[config.mk]
export PLATFORM = sky130hd
export DESIGN_NAME = cnn_frame_feeder
export DESIGN_NICKNAME = d
export VERILOG_FILES = /design/src/rtl/cnn_feeder_pkg.sv /design/src/rtl/cnn_done_watchdog.sv /design/src/rtl/cnn_frame_feeder.sv
export SDC_FILE = /design/constraint.sdc
export NUM_CORES = 1
export LEC_CHECK = 0
export BUFFER_PORTS_ARGS = -buffer_cell sky130_fd_sc_hd__buf_2
export CORE_ASPECT_RATIO = 1.4
export CORE_UTILIZATION = 40
export DETAILED_ROUTE_END_ITERATION = 8
export PLACE_DENSITY = 0.72
export SLEW_MARGIN = 10
export SYNTH_ARGS = -nofsm -noshare
export SYNTH_HDL_FRONTEND = slang
export SYNTH_SLANG_ARGS = --single-unit
export TNS_END_PERCENT = 50
[constraint.sdc]
create_clock -name clk -period 3.33 [get_ports clk]
set_clock_uncertainty 0.15 [all_clocks]
set_input_delay 0 -clock clk [delete_from_list [all_inputs] [get_ports clk]]
set_output_delay 0 -clock clk [all_outputs]
set_load 0.05 [all_outputs]
[src/rtl/cnn_feeder_pkg.sv]
// cnn_feeder_pkg
//   Shared constants and the feeder state encoding for cnn_frame_feeder.
//   No ports. IMG_PIXELS/IMG_DIM describe the 8x8 binary frame, CLASS_ERR is
//   the class code reported on a short frame or a classifier timeout.
package cnn_feeder_pkg;

  localparam int unsigned IMG_DIM    = 8;
  localparam int unsigned IMG_PIXELS = IMG_DIM * IMG_DIM;
  localparam int unsigned CNT_W      = $clog2(IMG_PIXELS);
  localparam int unsigned CLASS_W    = 4;

  localparam logic [CLASS_W-1:0] CLASS_ERR = 4'hF;

  typedef enum logic [1:0] {
    ST_COLLECT,
    ST_START,
    ST_WAIT,
    ST_RESULT
  } feeder_state_e;

endpackage

[src/rtl/cnn_done_watchdog.sv]
// cnn_done_watchdog
//   Rising-edge detector on the classifier done level plus the timeout
//   down-counter used while the feeder waits for a result.
// Ports:
//   clk, rst_n  clock, asynchronous active-low reset
//   load_i      reload the counter (asserted in the cnn_start cycle)
//   done_i      classifier done level
//   done_rise_o done_i high this cycle and low the previous cycle
//   expired_o   TIMEOUT_CYC cycles have elapsed since the load cycle
//               without a reload; meaningful only while waiting
// TIMEOUT_CYC must be at least 2.
module cnn_done_watchdog #(
  parameter int unsigned TIMEOUT_CYC = 32
) (
  input  logic clk,
  input  logic rst_n,
  input  logic load_i,
  input  logic done_i,
  output logic done_rise_o,
  output logic expired_o
);

  localparam int unsigned WD_W = $clog2(TIMEOUT_CYC + 1);

  logic            done_q;
  logic [WD_W-1:0] wd_q;
  logic [WD_W-1:0] wd_d;

  // The load cycle itself counts as the first elapsed cycle, so the counter
  // starts at TIMEOUT_CYC-1 and flags expiry on its final decrement. The
  // feeder then leaves its wait state exactly TIMEOUT_CYC cycles after the
  // load cycle.
  always_comb begin
    wd_d = wd_q;
    if (load_i) begin
      wd_d = WD_W'(TIMEOUT_CYC - 1);
    end else if (wd_q != '0) begin
      wd_d = wd_q - WD_W'(1);
    end
  end

  assign expired_o   = (wd_q == WD_W'(1));
  assign done_rise_o = done_i & ~done_q;

  always_ff @(posedge clk or negedge rst_n) begin
    if (!rst_n) begin
      done_q <= 1'b0;
      wd_q   <= '0;
    end else begin
      done_q <= done_i;
      wd_q   <= wd_d;
    end
  end

endmodule

[src/rtl/cnn_frame_feeder.sv]
// cnn_frame_feeder
//   Collects one 64-pixel grayscale frame from a valid/ready stream,
//   binarizes it (pixel >= THRESH -> 1), starts the 8x8 binary CNN with a
//   one-cycle pulse, waits for the rising edge of its done level and
//   returns class/error/frame-id on a valid/ready result stream.
// Ports:
//   clk, rst_n                          clock, asynchronous active-low reset
//   pix_valid/pix_ready/pix_data/pix_last  pixel stream, raster order
//   cnn_image                           packed frame, bit k = pixel k
//   cnn_start                           one-cycle classifier start
//   cnn_class, cnn_done                 classifier result and done level
//   res_valid/res_ready                 result handshake
//   res_class, res_err, res_frame_id    result payload (class 4'hF on error)
// Configuration:
//   FEEDER_STATS_EN  adds stat_frames/stat_errors saturating counters.
module cnn_frame_feeder
  import cnn_feeder_pkg::*;
#(
  parameter int unsigned PIX_W       = 8,
  parameter int unsigned THRESH      = 128,
  parameter int unsigned TIMEOUT_CYC = 32,
  parameter int unsigned ID_W        = 8
) (
  input  logic                  clk,
  input  logic                  rst_n,
  input  logic                  pix_valid,
  output logic                  pix_ready,
  input  logic [PIX_W-1:0]      pix_data,
  input  logic                  pix_last,
  output logic [IMG_PIXELS-1:0] cnn_image,
  output logic                  cnn_start,
  input  logic [CLASS_W-1:0]    cnn_class,
  input  logic                  cnn_done,
  output logic                  res_valid,
  input  logic                  res_ready,
  output logic [CLASS_W-1:0]    res_class,
  output logic                  res_err,
  output logic [ID_W-1:0]       res_frame_id
`ifdef FEEDER_STATS_EN
  ,
  output logic [15:0]           stat_frames,
  output logic [15:0]           stat_errors
`endif
);

  localparam logic [PIX_W-1:0] THRESH_V = PIX_W'(THRESH);

  feeder_state_e         state_q, state_d;
  logic [CNT_W-1:0]      cnt_q, cnt_d;
  logic [IMG_PIXELS-1:0] img_q, img_d;
  logic [CLASS_W-1:0]    cls_q, cls_d;
  logic                  err_q, err_d;
  logic [ID_W-1:0]       id_q, id_d;
  logic                  rdy_q, rdy_d;

  logic wd_load;
  logic done_rise;
  logic expired;
  logic beat;
  logic res_hs;

  cnn_done_watchdog #(
    .TIMEOUT_CYC (TIMEOUT_CYC)
  ) u_watchdog (
    .clk         (clk),
    .rst_n       (rst_n),
    .load_i      (wd_load),
    .done_i      (cnn_done),
    .done_rise_o (done_rise),
    .expired_o   (expired)
  );

  assign beat   = pix_valid & rdy_q;
  assign res_hs = (state_q == ST_RESULT) & res_ready;

  always_comb begin
    state_d = state_q;
    cnt_d   = cnt_q;
    img_d   = img_q;
    cls_d   = cls_q;
    err_d   = err_q;
    id_d    = id_q;
    wd_load = 1'b0;

    unique case (state_q)
      ST_COLLECT: begin
        if (beat) begin
          img_d[cnt_q] = (pix_data >= THRESH_V);
          cnt_d        = cnt_q + CNT_W'(1);
          if (cnt_q == CNT_W'(IMG_PIXELS - 1)) begin
            state_d = ST_START;
          end else if (pix_last) begin
            cls_d   = CLASS_ERR;
            err_d   = 1'b1;
            state_d = ST_RESULT;
          end
        end
      end
      ST_START: begin
        wd_load = 1'b1;
        state_d = ST_WAIT;
      end
      ST_WAIT: begin
        if (done_rise) begin
          cls_d   = cnn_class;
          err_d   = 1'b0;
          state_d = ST_RESULT;
        end else if (expired) begin
          cls_d   = CLASS_ERR;
          err_d   = 1'b1;
          state_d = ST_RESULT;
        end
      end
      ST_RESULT: begin
        if (res_ready) begin
          id_d    = id_q + ID_W'(1);
          cnt_d   = '0;
          state_d = ST_COLLECT;
        end
      end
      default: state_d = ST_COLLECT;
    endcase

    // Registered ready keeps pix_ready low while in reset even though the
    // reset state is COLLECT.
    rdy_d = (state_d == ST_COLLECT);
  end

  always_ff @(posedge clk or negedge rst_n) begin
    if (!rst_n) begin
      state_q <= ST_COLLECT;
      cnt_q   <= '0;
      img_q   <= '0;
      cls_q   <= '0;
      err_q   <= 1'b0;
      id_q    <= '0;
      rdy_q   <= 1'b0;
    end else begin
      state_q <= state_d;
      cnt_q   <= cnt_d;
      img_q   <= img_d;
      cls_q   <= cls_d;
      err_q   <= err_d;
      id_q    <= id_d;
      rdy_q   <= rdy_d;
    end
  end

  assign pix_ready    = rdy_q;
  assign cnn_image    = img_q;
  assign cnn_start    = (state_q == ST_START);
  assign res_valid    = (state_q == ST_RESULT);
  assign res_class    = cls_q;
  assign res_err      = err_q;
  assign res_frame_id = id_q;

`ifdef FEEDER_STATS_EN
  logic [15:0] frames_q, errors_q;

  always_ff @(posedge clk or negedge rst_n) begin
    if (!rst_n) begin
      frames_q <= '0;
      errors_q <= '0;
    end else if (res_hs) begin
      if (frames_q != '1) begin
        frames_q <= frames_q + 16'd1;
      end
      if (err_q && (errors_q != '1)) begin
        errors_q <= errors_q + 16'd1;
      end
    end
  end

  assign stat_frames = frames_q;
  assign stat_errors = errors_q;
`else
  logic unused_hs;
  assign unused_hs = res_hs;
`endif

endmodule
-- After elaboration in Yosys (flattened, before gate mapping)
Cells that the tools add are included.
- register bits: 93
- latch bits: 0
- RAM bits: 0
- ROM bits: 0
- input bits: 18
- output and inout port bits: 80
- logic and storage cells: 67
- memories kept: 0
- $add $sub $neg: 3
- multipliers: 0
- divide/modulo/power cells: 0
- magnitude comparators: 3
- eq/ne operators: 10
- shift-type cells: 0
- muxes and demuxes: 28
- bitwise gates (word level): 3
- reduce and logical (&&, ||, !) cells: 11
- operators by type and width (kind ; number):
    bitwise mux 64 bit ; 1
    two-way mux 6 bit ; 4
    two-way mux 4 bit ; 5
    two-way mux 2 bit ; 6
    one-hot mux 6 bit (2 select lines) ; 1
    adder 8 x 1 -> 8 bit, second input constant ; 1
    >= comparator 8 bit, second input constant ; 1
    one-hot mux 2 bit (4 select lines) ; 1
    one-hot mux 4 bit (2 select lines) ; 1
    < comparator 6 x 7 -> 1 bit, second input constant ; 1
    two-way mux 1 bit ; 7
    adder 6 x 1 -> 6 bit, second input constant ; 1
    demux 1 bit (select 6 bit) ; 1
    == test 6 x 1 -> 1 bit, second input constant ; 1
    == test 6 bit, second input constant ; 1
    >= comparator 6 x 1 -> 1 bit, second input constant ; 1
    != test 2 bit, second input constant ; 3
    nonzero test 2 bit ; 3
    nonzero test 6 bit ; 1
    subtractor 6 x 1 -> 6 bit, second input constant ; 1
    AND reduction 5 bit ; 1
    == test 2 bit, second input constant ; 2
    logical NOT 2 bit ; 2
    AND reduction 2 bit ; 2
    other kinds (8) ; 9

-- Depth between registers and ports, before layout
Gate-level depths: netlist of run 1.
- depth after elaboration: 5
- depth in mapped cells: 7
- mapped depth without buffers: 6

-- By module
From an unflattened synthesis of run 1, not the netlist that was laid out.
- cell total of the unflattened synthesis: 370
- area, all modules: 4280.4 µm²
- by module, submodules not included (module ; times used ; cells each ; area each (µm²) ; seq. area each (µm²)):
    cnn_frame_feeder ; 1 ; 333 ; 3905.0 ; 2152.1
    cnn_done_watchdog ; 1 ; 37 ; 375.4 ; 175.2

-- Worst setup path before layout of run 1
OpenSTA, ideal clock, no wires.
- path kind: reg-to-reg
- start: register state_q[0]
- end: register cnt_q[3]
- arrival time: 1.907 ns
- data required time: 3.044 ns
- path slack: 1.137 ns
- cell stages (with the launch flop): 8
- buffers on the path: 2
- cells stage by stage: dfrtp_1 > ha_1 > clkbuf_1 > nor2b_1 > or3_1 > clkbuf_1 > o211ai_1 > o41ai_1
- word-level cells in the longest chain between the ends: 3
- elaborated cells between the ends (all ways): 7
- classes of those cells: eq/ne: 3; mux: 1; reduce/logical: 3
- ends and longest elaborated chain (element ; RTL line ; RTL):
    start, declared ; cnn_frame_feeder.sv:48 ; feeder_state_e state_q, state_d;
    start signal, assigned ; cnn_frame_feeder.sv:139 ; state_q <= state_d;
    == test 2 bit * ; n/a ;
    named net res_valid ; cnn_frame_feeder.sv:34 ; output logic res_valid,
    != test 2 x 1 -> 1 bit (no line) or nonzero test 2 bit (tied branches) ; n/a ;
    AND reduction 3 bit (no line) ; n/a ;
    end signal, assigned ; cnn_frame_feeder.sv:140 ; cnt_q <= cnt_d;
    end, declared ; cnn_frame_feeder.sv:49 ; logic [CNT_W-1:0] cnt_q, cnt_d;
The timed path passes the listed nets; every way through them passes the cells marked *.
A chain may end at the register's enable or synchronous reset.

-- Worst setup path after layout of run 1
- start: register cnt_q[1]
- end: register state_q[0]
- word-level cells in the longest chain between the ends: 4
- ends and longest elaborated chain (element ; RTL line ; RTL):
    == test 6 bit ; cnn_frame_feeder.sv:90 ; if (cnt_q == CNT_W'(IMG_PIXELS - 1)) begin
    two-way mux 2 bit ; cnn_frame_feeder.sv:90 ;
    two-way mux 2 bit ; cnn_frame_feeder.sv:87 ; if (beat) begin
    one-hot mux 2 bit (4 select lines) ; cnn_frame_feeder.sv:85 ; unique case (state_q)
    named net state_d[0] ; cnn_frame_feeder.sv:48 ;
The timed path passes the listed nets, and every way through them passes these cells.

==> results.md, run 1 <==
- The library cell used most frequently in the layout, excluding fill and tap cells, is dfrtp_1.
- The die outline width is around 90 um.
- The run finished with clean final reports.
- The clock latency at the later pin of the worst-skew pair is 340 ps.
- The portion of the clock cycle consumed by the worst path in the final layout is 71.7%.
- The final hold slack is 30.1 ps.
- The ratio of routed vias to standard cells is 5.03.
- The global-route wire length before repair is about 15 mm.
- After detailed routing, the number of remaining DRC violations is 0.
- The total inserted antenna cells is 0.
- The post-synthesis sequential element count is 93.
- Port buffering added 90 buffers.
- The gate count of the mapped netlist is 371.
- CTS placed an instance of clkbuf_16 at the clock tree root.
- For this run, the detailed router's first-pass iteration total came to 4.
- The primary flip-flop cell chosen by synthesis mapping is dfrtp_1.
- The net count reported at finish is roughly 490.
- The worst path needs around 2400 ps of the cycle, external delays included.
- The CTS clock-pin slew for the worst setup and hold paths is 70 ps.
- The worst hold path terminates at state_q[1].
- Each instance of the synthesized netlist takes up on average 11.6 um^2.
- The number of primary I/O pins is 98.
- The final number of hold-violating endpoints is 0.
- The leakage power summed over all cells is 2.64 nW.
- Data on the critical path arrives at its endpoint at approximately 2500 ps.
- The initial core utilization is approximately two fifths.
- The total vias in the final route is 3043.
- The maximum clock frequency is approximately 420 MHz.
- Counting every net in the synthesized netlist gives between 300 and 400.
- The die footprint is 11200 um^2.
- The worst setup path is launched from a register.
- The number of violations reported at the end of detailed-routing iteration 0 is 100.
- In this run the core area contains 44 standard-cell rows.
- The number of global-route vias before repair is 3066.
- The area growth from synthesis to layout is 22.5%.
- No sink is reached through more buffers than the 2 on the longest clock path.
- The hold path startpoint is pix_valid.
- Clock tree synthesis inserted a total of 9 buffers.
- The cell depth of the worst hold path is 4.
- The aggregate global-route resource usage is 17.8%.
- In this run the vertical extent of the chip is 125 um.
- Once the clock tree was built, the setup fixing pass inserted 0 buffers.
- Detailed placement ended at an HPWL of 6.27 mm.
- Dividing the detail-routed wire length by the instance count gives 15.3 um.
- The cell area that synthesis handed to floorplanning was 4300 um^2.
- The share of cells above drive strength 1 is between 30% and 40%.
- The count of maximum capacitance violations is 0.
- The count of yosys warnings during synthesis is 0.
- The path category of the worst min-delay check is in2reg.
- The worst vdd rail ir drop is 0.464 mV.
- The H-tree was split into 3 levels.
- The remaining antenna violation count is 0.
- The startpoint identified for the worst register-to-register timing path is cnt_q[1].
- The largest fanout on the critical path is 10.
- The finished layout cell area is 5260 um^2.
- At the pin with the least slew margin, the transition time is 978 ps.
- The overall power of the completed layout is 4.42 mW.
- The initial antenna violation count came to 0.
- For this run, asynchronously set or reset flops after synthesis account for 100%.
- The global placer's final weighted congestion is 0.772.
- TritonCTS built the clock tree.
- For this run, the number of standard cells in the final layout without fillers is 605.
- The worst setup path is captured at a register.
- The worst setup slack for register-to-register paths is 940 ps.
- The total overflow left after global routing is 0.
- After routing, the total negative slack on setup checks comes to 0 ps.
- The power density relative to cell area is around 840 nW/um^2.
- The number of cells on the worst reg-to-reg path is 6.
- Setup repair after global routing left no endpoint under its margin.
- The worst pin sits at a relative slew slack of a little over a third.
- The type of the worst setup path is reg2reg.
- The number of flops mapped to enable cells by yosys is 0.
- The number of endpoints failing setup at the final stage is 0.
- After detailed placement, the design holds a cell count of 580.
- The count of pins over their slew limit came to 0.
- In the layout the commonest cells are dfrtp_1, buf_2, mux2_2.
- The post-detailed-routing wire length is 9.26 mm.
- The placed instances occupy a cell area of 4850 um^2.
- Data on the critical path is required at its endpoint by 3400 ps.
- After synthesis, the netlist uses 48 different library cells.
- The standard cell core area is 10400 um^2.
- The worst flop-to-flop path endpoint is state_q[0].
- The largest net degree at the start of global routing is 78.
- After synthesis, flip-flops and latches occupy a little over half of the total area.
- Counting every sink on the clock net gives 93.
## report_power, final
group	switching, mW	internal [mW]
logic	1.11	0.527
registers	0.286	1.37
clock network	0.449	0.666
## final cells by class
type                       count  area (um^2)
timing repair buffer         100          551
sequential                    93         2330
tap                          138          173
multi-input combinational    253         1870
fill                         936         5140
clock inverter                 6         95.1
inverter                       5         18.8
clock buffer                  10          229
## worst max path at each step
stage / from / slack (ps) / to / cells after the start
final: cnt_q[1] / 940 / state_q[0] / 6
after global routing: state_q[0] / 790 / cnn_image[62] / 6
after CTS: cnt_q[1] / 940 / state_q[0] / 6
after detailed placement: state_q[0] / 990 / cnn_image[22] / 6
after global placement: state_q[0] / 1050 / cnn_image[56] / 6
after floorplan: state_q[0] / 1140 / cnt_q[3] / 7
## timing repair
item	CTS	global route
endpoints found under the hold margin	88	0
gates resized for setup	0	0
hold buffers	9	0
## flip-flops by register name (all words and copies together) (netlist names)
register           count
res_class              4
pix_ready              1
res_frame_id           8
state_q                2
cnt_q                  6
u_watchdog.done_q      1
res_err                1
u_watchdog.wd_q        6
cnn_image             64
## cell usage after synthesis, types with 3 or more instances
library cell	instances	area [um^2]
nor3_1	6	30.0
nor2_1	55	206
ha_1	9	113
xnor2_1	6	52.6
and4_1	3	26.3
o21ai_0	3	15.0
dfrtp_1	93	2330
or3_1	4	25.0
o211ai_1	3	22.5
xor2_1	3	26.3
or2_2	5	31.3
nand2_1	27	101
inv_1	5	18.8
buf_2	3	15.0
nor3b_1	3	22.5
mux2_2	64	721
nor2b_1	5	31.3
a21oi_1	4	20.0
nand3_1	8	40.0
nand2b_1	7	43.8
nand3b_1	3	22.5
o22a_1	4	35.0
clkbuf_1	15	56.3
## metrics by stage
| stage | utilization (%) | worst slack [ps] |
|---|---|---|
| final | 50.6 | 944 |
| after global routing | 50.6 | 787 |
| after CTS | 50.6 | 943 |
| after detailed placement | 46.6 | 986 |
| after global placement | 46.6 | 1050 |
| after floorplan | - | 1140 |
## critical path, stage by stage (launching register included)
cell and delay, ps:
dfrtp_1 520, ha_1 270, nand3_1 190, nor2_1 70, o2111a_1 230, dlygate4sd3_1 560
or2_2 270
## per-layer routing
layer | wire (um) | GRT usage [%] | vias up | part of all wire [%]
met4 | 156 | 6.82 | 0 | 1.7
met2 | 4760 | 29.7 | 66 | 51
li1 | - | - | 1472 | -
met3 | 295 | 3.71 | 10 | 3.2
met1 | 4050 | 22.1 | 1495 | 44
met5 | 0 | 0 | - | 0
## cell families after synthesis
family          synth area share, %
compound gates                 4.86
mux                            17.5
xor+xnor                       1.84
simple gates                   16.7
flops                          54.2
fa+ha+maj                      2.62
buf+inv                        2.30
Note: power is estimated with default switching activity, not from simulation.
==> run 2: changes to the inputs <==
--- a/config.mk
+++ b/config.mk
@@ -9,7 +9,7 @@
 export CORE_ASPECT_RATIO = 1.4
 export CORE_UTILIZATION = 40
 export DETAILED_ROUTE_END_ITERATION = 8
-export PLACE_DENSITY = 0.72
+export PLACE_DENSITY = 0.74
 export SLEW_MARGIN = 10
 export SYNTH_ARGS = -nofsm -noshare
 export SYNTH_HDL_FRONTEND = slang
==> constraint.sdc (replaced) <==
create_clock -name clk -period 2 [get_ports clk]
set_clock_uncertainty 0.15 [all_clocks]
set_input_delay 0 -clock clk [delete_from_list [all_inputs] [get_ports clk]]
set_output_delay 0 -clock clk [all_outputs]
set_load 0.05 [all_outputs]
==> run 2 against run 1 <==
Compared with the run above: design area is 4.3% higher; via count is 5.9% higher; global-route usage is 1.1 points higher; non-clock buffer count is 24 higher; critical path type unchanged.
==> results.md, run 2 (synthesis results as in run 1) <==
- Result of the run: complete, no violations (unchanged).
- The fill cell instance count of the final layout came to 948 (was 936).
- The TritonCTS buffer count is 9 (unchanged).
- The worst setup slack for register-to-register paths is 8 ps (was 940 ps).
- The minimum period implied by the final worst setup slack is 1990 ps (was 2390 ps).
- The reg-to-reg startpoint is state_q[1] (was cnt_q[1]).
- The area overhead of the layout relative to synthesis was 27.8% (was 22.5%).
- The largest net degree at the start of global routing came to 65 (was 78).
- The count of maximum capacitance violations is 0 (unchanged).
- The final number of hold-violating endpoints was 0 (unchanged).
- The final worst setup slack came to 8.38 ps (was 944 ps).
- The aggregate global-route resource usage was 18.9% (was 17.8%).
- The global placer's final weighted congestion is 0.776 (was 0.772).
- The worst flop-to-flop path endpoint is cnt_q[3] (was state_q[0]).
- The net load switching power is 3.18 mW (was 1.85 mW).
- The global-route wire length before repair is 16.2 mm (was 15.2 mm).
- The worst vdd rail ir drop came to 0.847 mV (was 0.464 mV).
- The count of pins over their slew limit is 0 (unchanged).
- The final hold slack is 14.2 ps (was 30.1 ps).
- The clock sink count came to 93 (unchanged).
- The clock latency at the later pin of the worst-skew pair is 340 ps (about the same).
- The fraction of power consumed by sequential logic is 35.5% (was 37.6%).
- The kind of end point of the critical path is a register (unchanged).
- The critical path launch point type is a register (unchanged).
- The number of global-route vias before repair was 3328 (was 3066).
- The worst endpoint required time is 2050 ps (was 3400 ps).
- The remaining antenna violation count came to 0 (unchanged).
- The estimated wirelength of the detail-placed design came to 6.98 mm (was 6.27 mm).
- The initial core utilization is 41.3% (unchanged).
- The TritonCTS clock tree is done (unchanged).
- The number of flip-flops under the largest register name is 64 (unchanged).
- The slowest library cell on the worst path is or3_4 (was dlygate4sd3_1).
- Highest-count cells in the layout ignoring fill and taps: dfrtp_1, buf_2, mux2_2 (unchanged).
- The share of cells above drive strength 1 is 44.5% (was 38.8%).
- The master cell of the clock root buffer is clkbuf_16 (unchanged).
- The path depth of the worst reg2reg path came to 7 (was 6).
- The placed standard-cell area is 5040 um^2 (was 4850 um^2).
- The number of endpoints failing setup at the final stage came to 0 (unchanged).
- The net count reported at finish is 513 (was 489).
- The maximum count of clock buffers along a single path is 2 (unchanged).
- The worst setup path endpoint is cnt_q[3] (was state_q[0]).
- The delay of the slowest cell on the worst path is 420 ps (was 560 ps).
- The ratio of routed vias to standard cells is 5.13 (was 5.03).
- The initial antenna violation count was 0 (unchanged).
- The number of port buffers came to 90 (unchanged).
- The source of the critical timing path is state_q[1] (was cnt_q[1]).
- Setup repair after global routing missed its margin: yes (was no).
- The type of the worst setup path is reg2reg (unchanged).
- The remaining global-route overflow came to 0 (unchanged).
- The post-detailed-routing wire length was 9.84 mm (was 9.26 mm).
- The finished layout cell area was 5490 um^2 (was 5260 um^2).
- The arrival time at the worst endpoint is 2040 ps (was 2460 ps).
- The relative slew slack is 63.3% (was 34.8%).
- The total inserted antenna cells is 0 (unchanged).
- The CTS clock-pin slew for the worst setup and hold paths is 60 ps (was 70 ps).
- The switching share of power came to 42.4% (was 41.9%).
- The maximum clock frequency was 502 MHz (was 419 MHz).
- The power density relative to cell area is 1370 nW/um^2 (was 839 nW/um^2).
- The number of primary I/O pins is 98 (unchanged).
- The placement row count was 44 (unchanged).
- The leakage power summed over all cells is 2.74 nW (was 2.64 nW).
- The number of violations reported at the end of detailed-routing iteration 0 is 152 (was 100).
- The portion of the clock cycle consumed by the worst path in the final layout was 99.6% (was 71.7%).
- The height of the die was 125 um (unchanged).
- The number of remaining DRC errors is 0 (unchanged).
- The die outline width is 89.6 um (unchanged).
- The largest fanout on the critical path is 4 (was 10).
- The detailed-router iteration count before antenna repair came to 5 (was 4).
- The standard cell core area is 10400 um^2 (unchanged).
- The die footprint is 11200 um^2 (unchanged).
- The part of the power in the clock network is 21.0% (was 25.3%).
- The internal power is 4.32 mW (was 2.57 mW).
- The H-tree level count is 3 (unchanged).
- The proportion of power drawn by combinational gates is 43.5% (was 37.1%).
- The combined area of the multi-input logic cells is 1950 um^2 (was 1870 um^2).
- The transition time of the tightest slew-check pin came to 550 ps (was 978 ps).
- The total vias in the final route is 3223 (was 3043).
- The commonest non-fill, non-tap cell in the layout is dfrtp_1 (unchanged).
- The wire length per cell came to 15.7 um (was 15.3 um).
- The path category of the worst min-delay check is in2async (was in2reg).
- Worst path cell trace: inv_2 -> ha_4 -> buf_4 -> a21boi_4 -> or3_4 -> o211ai_1 -> o41ai_4 (was ha_1 -> nand3_1 -> nor2_1 -> o2111a_1 -> dlygate4sd3_1 -> or2_2).
- The sequential cell area is 2330 um^2 (unchanged).
- The worst setup timing slack at the placement stage was -11.5 ps (was 986 ps).
==> run 2: cell count changes in the layout (fill, tap and decap cells not counted), sizes merged <==
cell,delta
buf,+24
bufinv,-2
clkinv,+1
clkinvlp,+2
inv,-2
==> run 2: timing repair <==
action,4_1_cts,5_1_grt
gates resized for setup,3,15
hold endpoints to repair,105,0
endpoints found under the setup margin,7,69
hold buffers,9,0
gates cloned,0,0
pin swaps,0,3
setup buffers,0,3
==> run 2: worst min path at each step <==
stage	slack, ps	end	startpoint	depth (start not counted)
after floorplan	-450	cnn_image[0]	rst_n	0
after global placement	-170	cnn_image[4]	rst_n	1
after detailed placement	-170	cnn_image[4]	rst_n	1
after CTS	30	cnn_image[4]	rst_n	2
after global routing	60	cnn_image[4]	rst_n	2
final	10	cnn_image[4]	rst_n	2
==> run 2: area by class of cell <==
class,count,share of cell area (%)
flip-flops and latches,93,42.4
multi-input cells,253,35.5
repair buffers,124,13.5
clock buffers,10,4.35
well taps,138,3.15
clock inverters,5,0.684
inverters,5,0.342
==> run 2: metrics by stage <==
step | util [%] | power (mW) | TNS, ps | std cells
2_1_floorplan | - | 4.89 | -33.1 | 371
3_3_place_gp | 48.4 | 5.62 | 0 | 602
3_5_place_dp | 48.4 | 5.75 | -11.5 | 602
4_1_cts | 52.1 | 7.38 | -33.6 | 626
5_1_grt | 52.7 | 7.92 | -57.2 | 628
6_report | 52.7 | 7.51 | 0 | 628
==> run 2: metal layers <==
metal | up-vias | global-route usage (%) | wire [um]
met2 | 72 | 31.8 | 5240
li1 | 1510 | - | -
met5 | - | 0 | 0
met4 | 0 | 7.56 | 250
met1 | 1623 | 22.7 | 3950
met3 | 18 | 4.44 | 405
==> run 2: power by group through the flow <==
stage               logic, mW  registers (mW)  clock network, mW
floorplan                1.38            3.51                  0
detailed placement       3.06            2.69                  0
global placement         2.97            2.66                  0
finish                   3.26            2.67               1.57
CTS                      3.11            2.66               1.61
global route             3.50            2.73               1.69
==> run 2: critical path: cells and delay by family (launching register included) <==
family / cells / cell delay, ps
adders and majority gates: 1 / 160
AOI/OAI and AO/OA: 3 / 550
DFF: 1 / 370
and+or+nand+nor: 1 / 420
buffers and inverters: 2 / 200
